## src/rtl/count_seq_check_pkg.sv

```systemverilog
// Shared definitions for the count sequence checker.
// Latency: n/a (types and constants only).
// Backpressure: n/a.
package count_seq_check_pkg;

   // Checker state encoding
   typedef enum logic [1:0] {
      IDLE = 2'd0,
      SYNC = 2'd1,
      LOCK = 2'd2
   } state_t;

   // Width of the monitored count bus
   localparam int CNT_W = 3;

   // Default parameter values
   localparam int DEF_MODULUS  = 6;
   localparam int DEF_LOCK_CNT = 3;
   localparam int DEF_TIMEOUT  = 20;
   localparam int DEF_ERR_W    = 8;

endpackage

```

## src/rtl/count_seq_check_seq_next_val.sv

```systemverilog
// Expected-successor and range check for a mod-MODULUS count value.
// Latency: purely combinational.
// Backpressure: none; outputs follow inputs directly.
module seq_next_val
   import count_seq_check_pkg::*;
#(
   parameter int MODULUS = DEF_MODULUS
) (
   input  logic [CNT_W-1:0] prev,
   input  logic [CNT_W-1:0] val,
   output logic             in_range,
   output logic             legal,
   output logic             is_wrap
);

   // One bit wider than the bus so prev=7 expects 8 and can never alias onto 0.
   logic [CNT_W:0] exp_val;
   logic           prev_top;

   assign prev_top = (prev == CNT_W'(MODULUS - 1));
   assign exp_val  = prev_top ? '0 : ({1'b0, prev} + (CNT_W+1)'(1));
   assign in_range = ({1'b0, val} < (CNT_W+1)'(MODULUS));
   assign legal    = in_range && ({1'b0, val} == exp_val);
   assign is_wrap  = legal && prev_top;

endmodule

```

## src/rtl/count_seq_check.sv

```systemverilog
// Verifies a mod-MODULUS counter steps by one, tracking lock, errors, stalls and wraps.
// Latency: every output is registered; pulses appear the cycle after the causing edge.
// Backpressure: none; en=0 freezes all tracking state and suppresses pulses.
module count_seq_check
   import count_seq_check_pkg::*;
#(
   parameter int MODULUS  = DEF_MODULUS,
   parameter int LOCK_CNT = DEF_LOCK_CNT,
   parameter int TIMEOUT  = DEF_TIMEOUT,
   parameter int ERR_W    = DEF_ERR_W
) (
   input  logic             mclk,
   input  logic             rst,
   input  logic             en,
   input  logic [2:0]       cnt_in,
   output logic             locked,
   output logic             err_pulse,
   output logic             stall_pulse,
   output logic             wrap_pulse,
   output logic [ERR_W-1:0] err_cnt,
   output logic [ERR_W-1:0] wrap_cnt
);

   localparam int GW = $clog2(LOCK_CNT + 1);
   localparam int TW = $clog2(TIMEOUT + 1);

   state_t           state, state_nx;
   logic [CNT_W-1:0] prev, prev_nx;
   logic [GW-1:0]    good, good_nx, good_inc;
   logic [TW-1:0]    tcnt, tcnt_nx, tcnt_inc;
   logic             chg;
   logic             in_range, legal, is_wrap;
   logic             err_ev, stall_ev, wrap_ev;

   seq_next_val #(.MODULUS(MODULUS)) u_next (
      .prev     (prev),
      .val      (cnt_in),
      .in_range (in_range),
      .legal    (legal),
      .is_wrap  (is_wrap)
   );

   assign chg      = (cnt_in != prev);
   assign good_inc = good + GW'(1);
   assign tcnt_inc = tcnt + TW'(1);

   // Next-state and event decode; a value change always wins over timeout expiry.
   always_comb begin
      state_nx = state;
      prev_nx  = prev;
      good_nx  = good;
      tcnt_nx  = tcnt;
      err_ev   = 1'b0;
      stall_ev = 1'b0;
      wrap_ev  = 1'b0;
      if (en) begin
         case (state)
            IDLE: begin
               prev_nx = cnt_in;
               if (in_range) begin
                  state_nx = SYNC;
                  good_nx  = '0;
               end else begin
                  err_ev = 1'b1;
               end
            end
            SYNC: begin
               if (chg) begin
                  prev_nx = cnt_in;
                  tcnt_nx = '0;
                  if (legal) begin
                     wrap_ev = is_wrap;
                     if (good_inc == GW'(LOCK_CNT)) begin
                        state_nx = LOCK;
                        good_nx  = '0;
                     end else begin
                        good_nx = good_inc;
                     end
                  end else begin
                     good_nx = '0;
                  end
               end
            end
            LOCK: begin
               if (chg) begin
                  prev_nx = cnt_in;
                  tcnt_nx = '0;
                  if (legal) begin
                     wrap_ev = is_wrap;
                  end else begin
                     err_ev   = 1'b1;
                     state_nx = SYNC;
                     good_nx  = '0;
                  end
               end else if (tcnt_inc == TW'(TIMEOUT)) begin
                  stall_ev = 1'b1;
                  state_nx = SYNC;
                  good_nx  = '0;
                  tcnt_nx  = '0;
               end else begin
                  tcnt_nx = tcnt_inc;
               end
            end
            default: begin
               state_nx = IDLE;
               good_nx  = '0;
               tcnt_nx  = '0;
            end
         endcase
      end
   end

   // State, history and registered outputs; reset discards all history.
   always_ff @(posedge mclk) begin
      if (rst) begin
         state       <= IDLE;
         prev        <= '0;
         good        <= '0;
         tcnt        <= '0;
         locked      <= 1'b0;
         err_pulse   <= 1'b0;
         stall_pulse <= 1'b0;
         wrap_pulse  <= 1'b0;
         err_cnt     <= '0;
         wrap_cnt    <= '0;
      end else begin
         state       <= state_nx;
         prev        <= prev_nx;
         good        <= good_nx;
         tcnt        <= tcnt_nx;
         locked      <= (state_nx == LOCK);
         err_pulse   <= err_ev;
         stall_pulse <= stall_ev;
         wrap_pulse  <= wrap_ev;
         if ((err_ev || stall_ev) && (err_cnt != '1)) begin
            err_cnt <= err_cnt + ERR_W'(1);
         end
         if (wrap_ev) begin
            wrap_cnt <= wrap_cnt + ERR_W'(1);
         end
      end
   end

endmodule

```

## config.mk

```make
export PLATFORM = sky130hd
export DESIGN_NAME = count_seq_check
export DESIGN_NICKNAME = d
export VERILOG_FILES = /design/src/rtl/count_seq_check_pkg.sv /design/src/rtl/count_seq_check_seq_next_val.sv /design/src/rtl/count_seq_check.sv
export SDC_FILE = /design/constraint.sdc
export NUM_CORES = 1
export LEC_CHECK = 0
export ABC_CLOCK_PERIOD_IN_PS = 4150
export BUFFER_PORTS_ARGS = -buffer_cell sky130_fd_sc_hd__buf_2
export CAP_MARGIN = 20
export CORE_MARGIN = 5
export CORE_UTILIZATION = 50
export DETAILED_ROUTE_END_ITERATION = 6
export GPL_ROUTABILITY_DRIVEN = 0
export PLACE_DENSITY = 0.77
export SKIP_LAST_GASP = 1
export SLEW_MARGIN = 15
export SYNTH_ARGS = -nofsm -noshare
export SYNTH_HDL_FRONTEND = slang
export SYNTH_SLANG_ARGS = --single-unit
```

## constraint.sdc

```tcl
create_clock -name mclk -period 4.15 [get_ports mclk]
set_input_delay 0.2075 -clock mclk [delete_from_list [all_inputs] [get_ports mclk]]
set_output_delay 0.2075 -clock mclk [all_outputs]
set_load 0.1 [all_outputs]
```

==> results.json, run 1 <==
{
  "outcome": "finished clean",
  "cts_buffer_depth": 2,
  "synth_top_family_by_area": "simple AND/OR/NAND/NOR gates",
  "grt_max_degree": 37,
  "track_usage_pct": 15.3,
  "top_usage_layer": "met2",
  "leakage_nw": 0.768,
  "grtUsageMet1_pct": 20.0,
  "p_per_area_nw_per_um2": 281,
  "portBuffers": 25,
  "fin_nets": 240,
  "relSlewSlack_pct": 51.7,
  "coreArea_um2": 3420,
  "n_antenna_cell": 0,
  "cts_hold_buf": 0,
  "synth_cells": 204,
  "r2r_start": "prev[0]",
  "startpoint_type": "flop",
  "synth.top_cells.by_area": "dfxtp_1, nor2_1, ha_1",
  "htreeDepth": 2,
  "avgSynthCellArea_um2": 8.86,
  "synthAdderAreaFrac_pct": 4.85,
  "ant_nets": 0,
  "arrival_ns": 2.94,
  "cts_setup_buffers": 0,
  "grtUsageMet3_pct": 4.02,
  "async_flop_share_pct": 0,
  "core.rowCount": 21,
  "worst_pin_slew_ns": 0.723,
  "r2r_setup_slack_ns": 1.45,
  "holdCritPathClass": "input port to flop",
  "min-delay-start": "cnt_in[0]",
  "worstHoldPathCells": 3,
  "vias": 1531,
  "path_class": "flop to flop",
  "syn-num-nets": 217,
  "cts_sinks": 32,
  "synth.top_cell.area_share_pct": 35.5,
  "cts_tree": "yes",
  "globalRouteOverflowTotal": 0,
  "yosysTopAreaCell": "dfxtp_1",
  "dp_slack_ns": 1.50,
  "setup_tns_ns": 0,
  "numCtsBuffers": 5,
  "worstPathRequired_ns": 4.38,
  "fmax_ghz": 0.370,
  "fin_crit_ns": 2.70,
  "synth_seq_area_share_pct": 35.5,
  "max-cap-violations": 0,
  "die-area_um2": 4920,
  "grt_pass1_wl_mm": 6.33,
  "cts.root.buffer_cell": "clkbuf_4",
  "avgRoutedWirePerCell_um": 13.1,
  "max-vdd-ir-drop_v": 0.000187,
  "synth_area_um2": 1810,
  "synthSimpleGateAreaFrac_pct": 30.1,
  "hold_viol_final": 0,
  "ys_ff_latch": 32,
  "yosys.cell_count.top_type": "dfxtp_1",
  "reg2reg_to": "err_cnt[5]",
  "muxShareOfSynthArea_pct": 5.82,
  "min_period_over_period_pct": 65.1,
  "crit_fanout": 12,
  "first_iter_violations": 95,
  "cts-resized-gates": 0,
  "rr_worst_depth": 6,
  "antenna_found_initial": 0,
  "ios": 26,
  "synth_ff_type": "dfxtp_1",
  "synth_edf_count": 0,
  "drive_gt1_share_pct": 18.5,
  "grt_pass1_vias": 1394,
  "cp-end-kind": "flop",
  "area_growth_pct": 10.1,
  "dpl.hpwl_mm": 2.54,
  "drv_slew": 0,
  "route.detailed.drc": 0,
  "die_x_um": 70.1,
  "grt_setup_unrepaired": "no",
  "clk_pin_slew_ns": 0.09,
  "grt_use_met2_pct": 24.3,
  "worstSkewPairLatency_ns": 0.34,
  "synth.distinct_cells": 49,
  "synth_compound_area_share_pct": 14.5,
  "synth-xor-area-share_pct": 5.33,
  "routed_wl_mm": 3.59,
  "via_per_inst": 5.61,
  "yosysWarnings": 0,
  "synth_common_cells": "dfxtp_1, nor2_1, a21oi_1",
  "dr.pass1.iters": 4,
  "dieHeight_um": 70.1,
  "setup-violations-final": 0,
  "fin_ws_ns": 1.45,
  "power_mw": 0.558,
  "fin_skew_ns": 0.00333,
  "initial_core_util_pct": 52.9,
  "hold_end": "prev[0]"
}
-- report_power, final --
group          internal (mW)  switching (mW)
sequential             0.311         0.00701
clock                 0.0623           0.103
combinational         0.0267          0.0480
total                  0.400           0.158
-- metal layers --
| metal | share of wire [%] | vias up | wire [µm] |
|---|---|---|---|
| met1 | 50 | 709 | 1780 |
| met3 | 3.5 | 4 | 125 |
| li1 | - | 791 | - |
| met4 | 1.1 | 0 | 38 |
| met5 | 0 | - | 0 |
| met2 | 46 | 27 | 1640 |
-- cell families (layout without fill, tap and decap cells) --
family,after synthesis,after routing
AND/OR/NAND/NOR,90,90
AO/OA/AOI/OAI,39,39
flip-flops,32,32
buffers and inverters,16,39
XOR/XNOR,11,11
multiplexers,9,9
adder cells (fa/ha/maj),7,7
-- per-stage QoR --
stage | hold slack, ns | cell area (µm²) | utilization (%) | std cells
2_1_floorplan | 0.351 | 1810 | - | 204
3_3_place_gp | 0.464 | 1940 | 56.9 | 266
3_5_place_dp | 0.473 | 1940 | 56.9 | 266
4_1_cts | 0.180 | 1990 | 58.2 | 273
5_1_grt | 0.228 | 1990 | 58.2 | 273
6_report | 0.183 | 1990 | 58.2 | 273
-- worst max-delay path by stage --
| stage | slack [ns] | startpoint | depth (start not counted) | end |
|---|---|---|---|---|
| 2_1_floorplan | 1.74 | err_cnt[4] | 6 | err_cnt[6] |
| 3_3_place_gp | 1.55 | prev[0] | 6 | err_cnt[5] |
| 3_5_place_dp | 1.50 | prev[0] | 6 | err_cnt[5] |
| 4_1_cts | 1.47 | prev[0] | 6 | err_cnt[5] |
| 5_1_grt | 1.32 | prev[0] | 6 | err_cnt[5] |
| 6_report | 1.45 | prev[0] | 6 | err_cnt[5] |
-- cells in the final DEF, fill, tap and decap left out, types with 3 or more instances in the layout --
cell type and count:
a211oi_1 3, a21oi_1 13, and3_1 7, buf_2 25, clkbuf_4 5, dfxtp_1 32
ha_1 7, inv_1 7, mux2_4 3, mux2i_1 6, nand2_1 9, nand2b_1 3
nand3_1 6, nand3b_1 3, nand4_1 7, nor2_1 24, nor2b_1 5, nor3b_1 3
nor4b_1 3, o21ai_0 9, o31ai_1 3, xnor2_1 5, xor2_1 6
-- flip-flops by register name, summed over array words and instances (netlist names) --
signal       count
state            2
wrap_cnt         8
good             2
err_cnt          8
tcnt             5
err_pulse        1
stall_pulse      1
locked           1
wrap_pulse       1
prev             3
-- layout make-up --
| cell class | instances | area (µm²) |
|---|---|---|
| inverters | 7 | 26.3 |
| fillers | 326 | 1430 |
| clock buffers | 6 | 41.3 |
| well taps | 46 | 57.6 |
| flip-flops and latches | 32 | 641 |
| multi-input cells | 156 | 1090 |
| repair buffers | 25 | 125 |
| clock inverters | 1 | 5.00 |
-- critical path, stage by stage, from the launching register on --
cell	delay (ns)
dfxtp_1	0.44
or3b_1	0.38
a2111o_1	0.43
o311a_4	0.17
a211oi_2	0.62
and3b_1	0.27
mux2_4	0.29
Note: power is estimated with default switching activity, not from simulation.
==> run 2, diff against run 1 <==
ABC_AREA = 1   (was unset)
ABC_CLOCK_PERIOD_IN_PS = 2550   (was 4150)
clock period = 2.55 ns   (was 4.15 ns; I/O delays follow)
==> results.json, run 2 <==
{
  "outcome": "finished clean",
  "vias": 1722,
  "via_per_inst": 5.08,
  "crit_fanout": 11,
  "cts_setup_buffers": 0,
  "synth_cells": 264,
  "clkPwrFrac_pct": 38.6,
  "avgSynthCellArea_um2": 7.01,
  "leakage_nw": 0.965,
  "grt_pass1_wl_mm": 6.64,
  "min-delay-start": "cnt_in[0]",
  "ys_ff_latch": 32,
  "clk_pin_slew_ns": 0.07,
  "fin_skew_ns": 0.00846,
  "synth_area_um2": 1850,
  "n_antenna_cell": 0,
  "rr_worst_depth": 9,
  "switching_power_mw": 0.283,
  "hold_viol_final": 0,
  "track_usage_pct": 16.1,
  "fin_crit_ns": 1.80,
  "cts_hold_buf": 0,
  "yosysWarnings": 0,
  "synth_seq_area_share_pct": 34.6,
  "synth.distinct_cells": 28,
  "ios": 26,
  "sequentialPowerShare_pct": 48.7,
  "drv_slew": 0,
  "dr.pass1.iters": 4,
  "p_int_mw": 0.794,
  "grt_pass1_vias": 1520,
  "seqCellArea_um2": 641,
  "cts_tree": "yes",
  "r2r_start": "state[0]",
  "synth.top_cell.area_share_pct": 34.6,
  "hold_end": "prev[0]",
  "grt_max_degree": 21,
  "drive_gt1_share_pct": 17.9,
  "grt_setup_unrepaired": "no",
  "holdCritPathClass": "input port to flop",
  "route.detailed.drc": 0,
  "yosys.cell_count.top_type": "nand2_1",
  "async_flop_share_pct": 0,
  "setup_tns_ns": 0,
  "htreeDepth": 2,
  "setup-violations-final": 0,
  "routed_wl_mm": 3.82,
  "synth.top_cells.by_area": "dfxtp_1, nand2_1, a21oi_1",
  "cts_buffer_depth": 2,
  "synth_ff_type": "dfxtp_1",
  "globalRouteOverflowTotal": 0,
  "max-vdd-ir-drop_v": 0.000239,
  "first_iter_violations": 96,
  "startpoint_type": "flop",
  "path_class": "flop to flop",
  "portBuffers": 25,
  "yosysTopAreaCell": "dfxtp_1",
  "n_fill_cell": 341,
  "multiInputGateArea_um2": 1050,
  "cts-resized-gates": 0,
  "worst_pin_slew_ns": 0.491,
  "layout_common_cells": "nand2_1, inv_1, dfxtp_1, nor2_1, a21oi_1",
  "min_period_over_period_pct": 70.6,
  "synth_common_cells": "nand2_1, dfxtp_1, inv_1",
  "numCtsBuffers": 5,
  "worstHoldPathCells": 3,
  "r2r_setup_slack_ns": 0.75,
  "area_growth_pct": 13.8,
  "die_x_um": 70.9,
  "final_common_cell": "nand2_1",
  "cp-end-kind": "flop",
  "design_area_um2": 2110,
  "worstSkewPairLatency_ns": 0.28,
  "arrival_ns": 1.96,
  "fmax_ghz": 0.556,
  "fin_nets": 304,
  "cts.root.buffer_cell": "clkbuf_8",
  "syn-num-nets": 277,
  "relSlewSlack_pct": 67.5,
  "die-area_um2": 5020,
  "max-cap-violations": 0,
  "combPwrFrac_pct": 12.7,
  "finish.utilization_pct": 58.0,
  "p_per_area_nw_per_um2": 511,
  "dpl.hpwl_mm": 2.76,
  "initial_core_util_pct": 51.0,
  "cts_sinks": 32,
  "reg2reg_to": "wrap_cnt[3]",
  "synth_edf_count": 0,
  "power_mw": 1.08,
  "largest_registers": "err_cnt (8), wrap_cnt (8), tcnt (5)",
  "core.rowCount": 22,
  "worstPathRequired_ns": 2.72,
  "avgRoutedWirePerCell_um": 11.3,
  "coreArea_um2": 3630,
  "dieHeight_um": 70.9,
  "place_area_um2": 2010,
  "swShare_pct": 26.3,
  "ant_nets": 0,
  "antenna_found_initial": 0
}
## run 2: cell count changes in the layout (fill, tap and decap cells not counted), sizes merged, moves of 7 or more
| cell | delta |
|---|---|
| a21oi | +13 |
| and3 | -7 |
| inv | +28 |
| nand2 | +48 |
| nand3 | +19 |
| nor2 | +7 |
## run 2: power by group through the flow
| stage | Combinational [mW] | Clock (mW) | Sequential (mW) |
|---|---|---|---|
| floorplan | 0.0945 | 0 | 0.547 |
| global placement | 0.134 | 0 | 0.534 |
| detailed placement | 0.137 | 0 | 0.535 |
| CTS | 0.137 | 0.433 | 0.524 |
| global route | 0.154 | 0.447 | 0.526 |
| finish | 0.137 | 0.415 | 0.524 |
## run 2: stage by stage
| step | hold WS [ns] | instances | setup slack [ns] |
|---|---|---|---|
| floorplan | 0.305 | 264 | 0.268 |
| global placement | 0.448 | 332 | 0.878 |
| detailed placement | 0.466 | 332 | 0.774 |
| CTS | 0.164 | 339 | 0.739 |
| global route | 0.197 | 339 | 0.577 |
| finish | 0.164 | 339 | 0.751 |
## run 2: worst max path at each step
stage | from | end | slack [ns] | depth (start not counted)
after global placement | state[0] | wrap_cnt[3] | 0.88 | 9
after floorplan | err_cnt[1] | err_cnt[0] | 0.27 | 8
after CTS | state[0] | wrap_cnt[3] | 0.74 | 9
after detailed placement | state[0] | wrap_cnt[3] | 0.77 | 9
after global routing | state[0] | wrap_cnt[3] | 0.58 | 9
final | state[0] | wrap_cnt[3] | 0.75 | 9
## run 2: logic make-up (layout without fill, tap and decap cells)
| group | after synthesis | after routing | synth area share (%) |
|---|---|---|---|
| AND/OR/NAND/NOR | 130 | 130 | 33.5 |
| AO/OA/AOI/OAI | 41 | 41 | 12.0 |
| buffers and inverters | 40 | 67 | 8.51 |
| flip-flops | 32 | 32 | 34.6 |
| XOR/XNOR | 14 | 14 | 6.62 |
| adder cells (fa/ha/maj) | 7 | 7 | 4.73 |
## run 2: layout make-up
class | instances | share of cell area (%)
multi-input combinational | 192 | 50.0
timing repair buffer | 25 | 5.94
clock buffer | 7 | 4.57
tap | 48 | 2.85
inverter | 35 | 6.24
sequential | 32 | 30.4
## run 2: routing by layer
| metal | vias up | part of all wire (%) | GRT usage (%) |
|---|---|---|---|
| met3 | 8 | 6.3 | 4.40 |
| li1 | 908 | - | - |
| met1 | 752 | 47 | 20.9 |
| met2 | 54 | 45 | 25.7 |
| met5 | - | 0 | 0 |
| met4 | 0 | 1.6 | 5.43 |
## run 2: critical path: stages (launching register included)
cell	delay (ns)
dfxtp_1	0.40
inv_1	0.11
ha_1	0.35
nand3_1	0.10
nor2_1	0.14
nand2_2	0.17
inv_2	0.14
nand2_1	0.07
o21ai_0	0.14
a21oi_1	0.05
